===== src/rtl/seg7_scan.sv =====
// rtl/seg7_scan.sv - multiplexed hex 7-segment scanner with snapshot hold register
//
// Purpose: snapshots DIGITS packed 4-bit counter values (plus decimal points) on
// LATCH, then time-multiplexes them onto one shared segment bus. Each digit owns
// a slot of PRESCALE cycles; the first cycle of every slot is a dead cycle with
// all outputs inactive, which suppresses ghosting when DIG changes.
//
// Ports:
//   CLK     in   clock
//   nCLR    in   asynchronous active-low reset
//   LATCH   in   snapshot strobe, level-sampled each CLK
//   DIN     in   4*DIGITS digit values, digit 0 in [3:0] (least significant)
//   DP      in   DIGITS decimal points, captured with DIN
//   ENABLE  in   scan enable; when low the scan position freezes, outputs go inactive
//   SEG     out  segments {g,f,e,d,c,b,a}
//   SEG_DP  out  decimal point segment
//   DIG     out  one-hot digit select
//   FRAME   out  one-cycle pulse on the last driven cycle of the last digit
//
// Parameters: DIGITS (1..8), PRESCALE (>=2), ACTIVE_LOW (inverts SEG/SEG_DP/DIG).
// Build option: define SEG7_SCAN_LZB_EN for leading-zero blanking.

module seg7_scan #(
   parameter int DIGITS     = 4,
   parameter int PRESCALE   = 4,
   parameter bit ACTIVE_LOW = 1'b0
) (
   input  logic                CLK,
   input  logic                nCLR,
   input  logic                LATCH,
   input  logic [4*DIGITS-1:0] DIN,
   input  logic [DIGITS-1:0]   DP,
   input  logic                ENABLE,
   output logic [6:0]          SEG,
   output logic                SEG_DP,
   output logic [DIGITS-1:0]   DIG,
   output logic                FRAME
);

   localparam int PW = (PRESCALE > 1) ? $clog2(PRESCALE) : 1;
   localparam int IW = (DIGITS > 1) ? $clog2(DIGITS) : 1;

   localparam logic [PW-1:0]     P_LAST  = PW'(PRESCALE - 1);
   localparam logic [IW-1:0]     I_LAST  = IW'(DIGITS - 1);
   localparam logic [6:0]        SEG_OFF = {7{ACTIVE_LOW}};
   localparam logic [DIGITS-1:0] DIG_OFF = {DIGITS{ACTIVE_LOW}};

   logic [4*DIGITS-1:0] hold_q, hold_d;
   logic [DIGITS-1:0]   hold_dp_q, hold_dp_d;
   logic [PW-1:0]       p_q, p_d;
   logic [IW-1:0]       i_q, i_d;
   logic [6:0]          seg_q, seg_d;
   logic                seg_dp_q, seg_dp_d;
   logic [DIGITS-1:0]   dig_q, dig_d;
   logic                frame_q, frame_d;

   logic [3:0]          cur_nib;
   logic                cur_dp;
   logic                blank;
   logic                drive;

   function automatic logic [6:0] hex7(input logic [3:0] v);
      case (v)
         4'h0:    hex7 = 7'h3F;
         4'h1:    hex7 = 7'h06;
         4'h2:    hex7 = 7'h5B;
         4'h3:    hex7 = 7'h4F;
         4'h4:    hex7 = 7'h66;
         4'h5:    hex7 = 7'h6D;
         4'h6:    hex7 = 7'h7D;
         4'h7:    hex7 = 7'h07;
         4'h8:    hex7 = 7'h7F;
         4'h9:    hex7 = 7'h6F;
         4'hA:    hex7 = 7'h77;
         4'hB:    hex7 = 7'h7C;
         4'hC:    hex7 = 7'h39;
         4'hD:    hex7 = 7'h5E;
         4'hE:    hex7 = 7'h79;
         default: hex7 = 7'h71;
      endcase
   endfunction

   // Mux the currently scanned digit out of the hold register.
   always_comb begin
      cur_nib = 4'h0;
      cur_dp  = 1'b0;
      for (int k = 0; k < DIGITS; k++) begin
         if (i_q == IW'(k)) begin
            cur_nib = hold_q[4*k +: 4];
            cur_dp  = hold_dp_q[k];
         end
      end
   end

`ifdef SEG7_SCAN_LZB_EN
   // zero_up[k] is set when digit k and every more significant digit are zero.
   logic [DIGITS-1:0] zero_up;
   logic              zero_sel;

   always_comb begin
      logic all_zero;
      all_zero = 1'b1;
      zero_up  = '0;
      for (int k = DIGITS - 1; k >= 0; k--) begin
         all_zero   = all_zero & (hold_q[4*k +: 4] == 4'h0);
         zero_up[k] = all_zero;
      end
   end

   always_comb begin
      zero_sel = 1'b0;
      for (int k = 0; k < DIGITS; k++) begin
         if (i_q == IW'(k)) zero_sel = zero_up[k];
      end
   end

   // Digit 0 always shows, so a value of zero still displays "0".
   assign blank = (i_q != '0) && zero_sel;
`else
   assign blank = 1'b0;
`endif

   always_comb begin
      hold_d    = hold_q;
      hold_dp_d = hold_dp_q;
      if (LATCH) begin
         hold_d    = DIN;
         hold_dp_d = DP;
      end

      p_d = p_q;
      i_d = i_q;
      if (ENABLE) begin
         if (p_q == P_LAST) begin
            p_d = '0;
            i_d = (i_q == I_LAST) ? '0 : i_q + 1'b1;
         end else begin
            p_d = p_q + 1'b1;
         end
      end

      // p==0 is the dead cycle at the start of each slot.
      drive    = ENABLE && (p_q != '0);
      seg_d    = SEG_OFF;
      seg_dp_d = ACTIVE_LOW;
      dig_d    = DIG_OFF;
      if (drive) begin
         seg_d    = (blank ? 7'h00 : hex7(cur_nib)) ^ SEG_OFF;
         seg_dp_d = cur_dp ^ ACTIVE_LOW;
         dig_d    = (DIGITS'(1) << i_q) ^ DIG_OFF;
      end

      frame_d = ENABLE && (p_q == P_LAST) && (i_q == I_LAST);
   end

   always_ff @(posedge CLK or negedge nCLR) begin
      if (!nCLR) begin
         hold_q    <= '0;
         hold_dp_q <= '0;
         p_q       <= '0;
         i_q       <= '0;
         seg_q     <= SEG_OFF;
         seg_dp_q  <= ACTIVE_LOW;
         dig_q     <= DIG_OFF;
         frame_q   <= 1'b0;
      end else begin
         hold_q    <= hold_d;
         hold_dp_q <= hold_dp_d;
         p_q       <= p_d;
         i_q       <= i_d;
         seg_q     <= seg_d;
         seg_dp_q  <= seg_dp_d;
         dig_q     <= dig_d;
         frame_q   <= frame_d;
      end
   end

   assign SEG    = seg_q;
   assign SEG_DP = seg_dp_q;
   assign DIG    = dig_q;
   assign FRAME  = frame_q;

endmodule


===== config.mk =====
export PLATFORM = sky130hd
export DESIGN_NAME = seg7_scan
export DESIGN_NICKNAME = d
export VERILOG_FILES = /design/src/rtl/seg7_scan.sv
export SDC_FILE = /design/constraint.sdc
export NUM_CORES = 1
export LEC_CHECK = 0
export ABC_CLOCK_PERIOD_IN_PS = 4500
export CORE_UTILIZATION = 55
export DETAILED_ROUTE_END_ITERATION = 8
export PLACE_DENSITY = 0.82
export SLEW_MARGIN = 20
export SYNTH_ARGS = -nofsm -noshare
export SYNTH_HDL_FRONTEND = slang
export SYNTH_SLANG_ARGS = --single-unit

===== constraint.sdc =====
create_clock -name CLK -period 4.5 [get_ports CLK]
set_input_delay 1.35 -clock CLK [delete_from_list [all_inputs] [get_ports CLK]]
set_output_delay 1.35 -clock CLK [all_outputs]
set_load 0.05 [all_outputs]

Yosys cells after proc, flatten, opt, wreduce, memory -nomap -nowiden. Memories as Yosys holds them, arrays and structs flattened. Index checks and enable logic that the tools add are counted.

Input port bits: 24. Register bits: 37. Memories: 1. Output and inout port bits: 13. Memory bits (read-only): 112.

Add/subtract/negate cells: 2. Mux-type cells: 13. Shifts and indexed selects: 1. Eq/ne operators: 4. Reductions and logical operators: 6.

Memories: (no name shown) (words 16, width 7, read ports 1, clocked after Yosys merged registers in 0, wr ports 0, line 63) `case (v)`.

Operator list (count): $mux W4 (5); $mux W7 (1); $eq A2 B2 Y1 const B (3); $mux W1 (5); $add A2 B1 Y2 const B (2); $mux W2 (2); $shl A1 B2 Y4 const A (1); $logic_and A1 B1 Y1 (3); $eq A2 B1 Y1 const B (1); $logic_not A2 Y1 (1); $reduce_and A2 Y1 (1); $reduce_bool A2 Y1 (1).

Depth between registers and ports, before layout. An unclocked memory read counts as a cell.

Depth in word-level cells: 7. Gate-level depth with buffers: 11.

Worst setup path before layout. No wires, ideal clock.

Path type: input-to-reg. From: input port LATCH. To: register hold_dp_q[3]. Slack: 2.343 ns. Setup time: 0.125 ns. Buffers on the path: 1. Data arrival time: 2.032 ns. Stages: 2. Cell sequence: clkbuf_1 mux2_2.

RTL lines: start, declared (line 30) `input logic LATCH,`; end signal, assigned (line 168) `hold_dp_q <= hold_dp_d;`; end, declared (line 49) `logic [DIGITS-1:0] hold_dp_q, hold_dp_d;`.

No word-level cell between the ends.

Worst setup path after layout.
From: register seg_q[2] (netlist: SEG[2]). To: output port SEG[2].

RTL lines: start, declared (line 52) `logic [6:0] seg_q, seg_d;`; start signal, assigned (line 171) `seg_q <= seg_d;`; end, declared (line 34) `output logic [6:0] SEG,`.

No word-level cell between the ends.

==> flow_metrics.tcl <==
set metrics [dict create \
    status "complete, no violations" \
    totalWireLength_um 3344 \
    ys.warnings.count 0 \
    regArea_um2 925.9 \
    cts_buffers 5 \
    first_iter_violations 67 \
    synth.top_cell.area_share_pct 49.80 \
    vias 1261 \
    avgViaCountPerCell 5.389 \
    post-route-cell-area_um2 2302 \
    path_clk_slew_ns 0.10 \
    ctsHoldBuffers 0 \
    stdcell_count 234 \
    first_global_vias 1225 \
    rsz0062_at_grt "no" \
    swShare_pct 43.19 \
    multi_input_area_um2 868.3 \
    drc 0 \
    dp.cells 227 \
    synthTopCellsByArea "dfrtp_1 50%, mux2_2 14%, ha_1 8.1%" \
    yosysTopAreaCell "dfrtp_1" \
    crit_fanout 1 \
    tightest_slew_ns 0.8712 \
    hold_path_class "flop to flop" \
    synth_edf_count 0 \
    final.min_clock_period_ns 2.823 \
    antenna_found_initial 0 \
    first_pass_iters 4 \
    cts_max_level 2 \
    ys.flop_type "dfrtp_1" \
    path_cells "clkdlybuf4s50_1" \
    cp.buffers_inverters 1 \
    chipWidth_um 60.14 \
    dpl.hpwl_um 2435 \
    power_frac_comb_pct 58.3 \
    max_stage_delay_ns 0.80 \
    grt_start_max_net_pins 38 \
    clock_power_share_pct 11.7 \
    io_pins 37 \
    leakage_nw 1.008 \
    dpl-instance-area_um2 2247 \
    cts_setup_buffers 0 \
    crit_family "buffers and inverters" \
    grt_pass1_wl_um 5492 \
    fmax_mhz 354.2 \
    power_density_nw_per_um2 633.6 \
    hold_viol 0 \
    routabilityCongestion 0.7790 \
    cp-end-kind "primary output" \
    ys_ff_latch 37 \
    finalMaxSlewViolations 0 \
    period_share_pct 62.73 \
    fin_worst_skew_ns 0.009197 \
    core_um2 3128 \
    die_y_um 60.14 \
    cp.arrival_ns 1.47 \
    n_antenna_cell 0 \
    initial_core_util_pct 59.44 \
    wire_per_inst_um 14.29 \
    port_buffers 36 \
    switchingPower_w 0.0006300 \
    relSlewSlack_pct 41.74 \
    cap_violations 0 \
    ant_nets 0 \
    fill_cells 244 \
    dieArea_um2 3617 \
    cts_tree "built" \
    grt-ovfl-total 0 \
    cts_resized 0 \
    synth_cells 152 \
    insertion_delay_ns 0.34 \
    clock_sinks 37 \
    ys_async_sr_fraction_pct 100.0 \
    crit_slowest_cell "clkdlybuf4s50_1" \
    fin_setup_tns_ns 0 \
    cts_root_buf "clkbuf_4" \
    seqPwrFrac_pct 30.0 \
    startpoint_type "flop" \
    finalSetupViolations 0 \
    rows 20 \
    worst-setup-path-type "flop to primary output" \
    nets 226 \
    syn_to_final_growth_pct 23.82 \
    synth_area_per_cell_um2 12.23 \
    synth_seq_area_share_pct 49.80 \
    clock_path_buffers 2 \
    syn_nets 188 \
    peakVddDrop_v 0.0004785 \
    grt_usage_pct 21.58 \
    drive_gt1_share_pct 19.47 \
    critPathRequiredTime_ns 3.15 \
    syn_area_um2 1859 \
    ys_types 32 \
    internal_power_w 0.0008287 \
]
[cell families (layout without fill, tap and decap cells)]
family                   Yosys count  count (layout)  share of synthesized area, %
AND/OR/NAND/NOR                   38              38                         11.37
AO/OA/AOI/OAI                     25              25                         11.71
adder cells (fa/ha/maj)           12              12                         8.075
buffers and inverters             14              52                         3.499
multiplexers                      26              26                         15.55
flip-flops                        37              37                         49.80
[registers in the layout, summed over array words and instances (netlist names)]
name and cells:
hold_dp_q 4, i_q 2, p_q 2, hold_q 16
FRAME 1, DIG 4, SEG 7, SEG_DP 1
[synthesized netlist by cell type (2+ instances only)]
library cell / n
a211oi_2: 2
a21oi_1: 7
and2_1: 5
clkbuf_1: 3
dfrtp_1: 37
ha_1: 12
inv_1: 7
mux2_2: 23
mux2i_1: 3
nand2_1: 11
nand2b_1: 3
nand3b_1: 5
nor2_1: 3
nor2b_1: 3
nor3b_1: 4
o21ai_0: 8
[final timing paths]
| check | from | endpoint | slack, ns | cells after the start |
|---|---|---|---|---|
| setup / recovery | SEG[2] | SEG[2] | 1.68 | 1 |
| hold / removal | hold_q[13] | hold_q[13] | 0.51 | 1 |
| setup reg to reg | i_q[0] | SEG[5] | 2.01 | 8 |
| hold reg to reg | hold_q[13] | hold_q[13] | 0.51 | 1 |
| max in group asynchronous | nCLR | hold_q[14] | 2.75 | 2 |
| min in group asynchronous | nCLR | hold_dp_q[0] | 1.42 | 2 |
[metal layers]
metal	GRT usage (%)	up-vias	wire length, um
li1	-	602	-
met3	7.576	8	149
met2	36.73	29	1658
met4	9.967	0	83
met5	0	-	0
met1	23.89	622	1453
[cell type report]
type | count | share of cell area [%]
flip-flops and latches | 37 | 40.22
multi-input cells | 101 | 37.72
repair buffers | 37 | 15.98
clock buffers | 7 | 2.391
well taps | 44 | 2.391
inverters | 8 | 1.304
[layout by cell type, fill, tap and decap left out, drive strengths merged, types with 3 or more instances in the layout]
cell type	count
o21ai	8
ha	12
nor2	3
inv	8
nand3b	5
nor2b	3
a21oi	7
mux2i	3
mux2	23
nand2b	3
and2	5
nand2	11
dfrtp	37
nor3b	4
a211oi	3
clkdlybuf4s50	36
clkbuf	7
[power groups by stage]
stage | Combinational [W] | Clock [W] | Sequential (W)
floorplan | 0.000525 | 0 | 0.000559
global placement | 0.000814 | 0 | 0.000439
detailed placement | 0.000848 | 0 | 0.000445
CTS | 0.000851 | 0.000179 | 0.000438
global route | 0.000925 | 0.000191 | 0.000445
finish | 0.000850 | 0.000171 | 0.000437
[per-stage QoR]
stage / total power (W) / hold WS, ns / utilization [%] / setup WS, ns
finish: 0.001459 / 0.5064 / 73.60 / 1.677
global route: 0.001561 / 0.5425 / 73.60 / 1.610
CTS: 0.001468 / 0.5161 / 73.60 / 1.647
detailed placement: 0.001293 / 0.4916 / 71.84 / 1.488
global placement: 0.001253 / 0.4883 / 71.84 / 1.566
floorplan: 0.001083 / 0.4716 / - / 2.343
No activity file was read; power rests on OpenSTA's default activity.
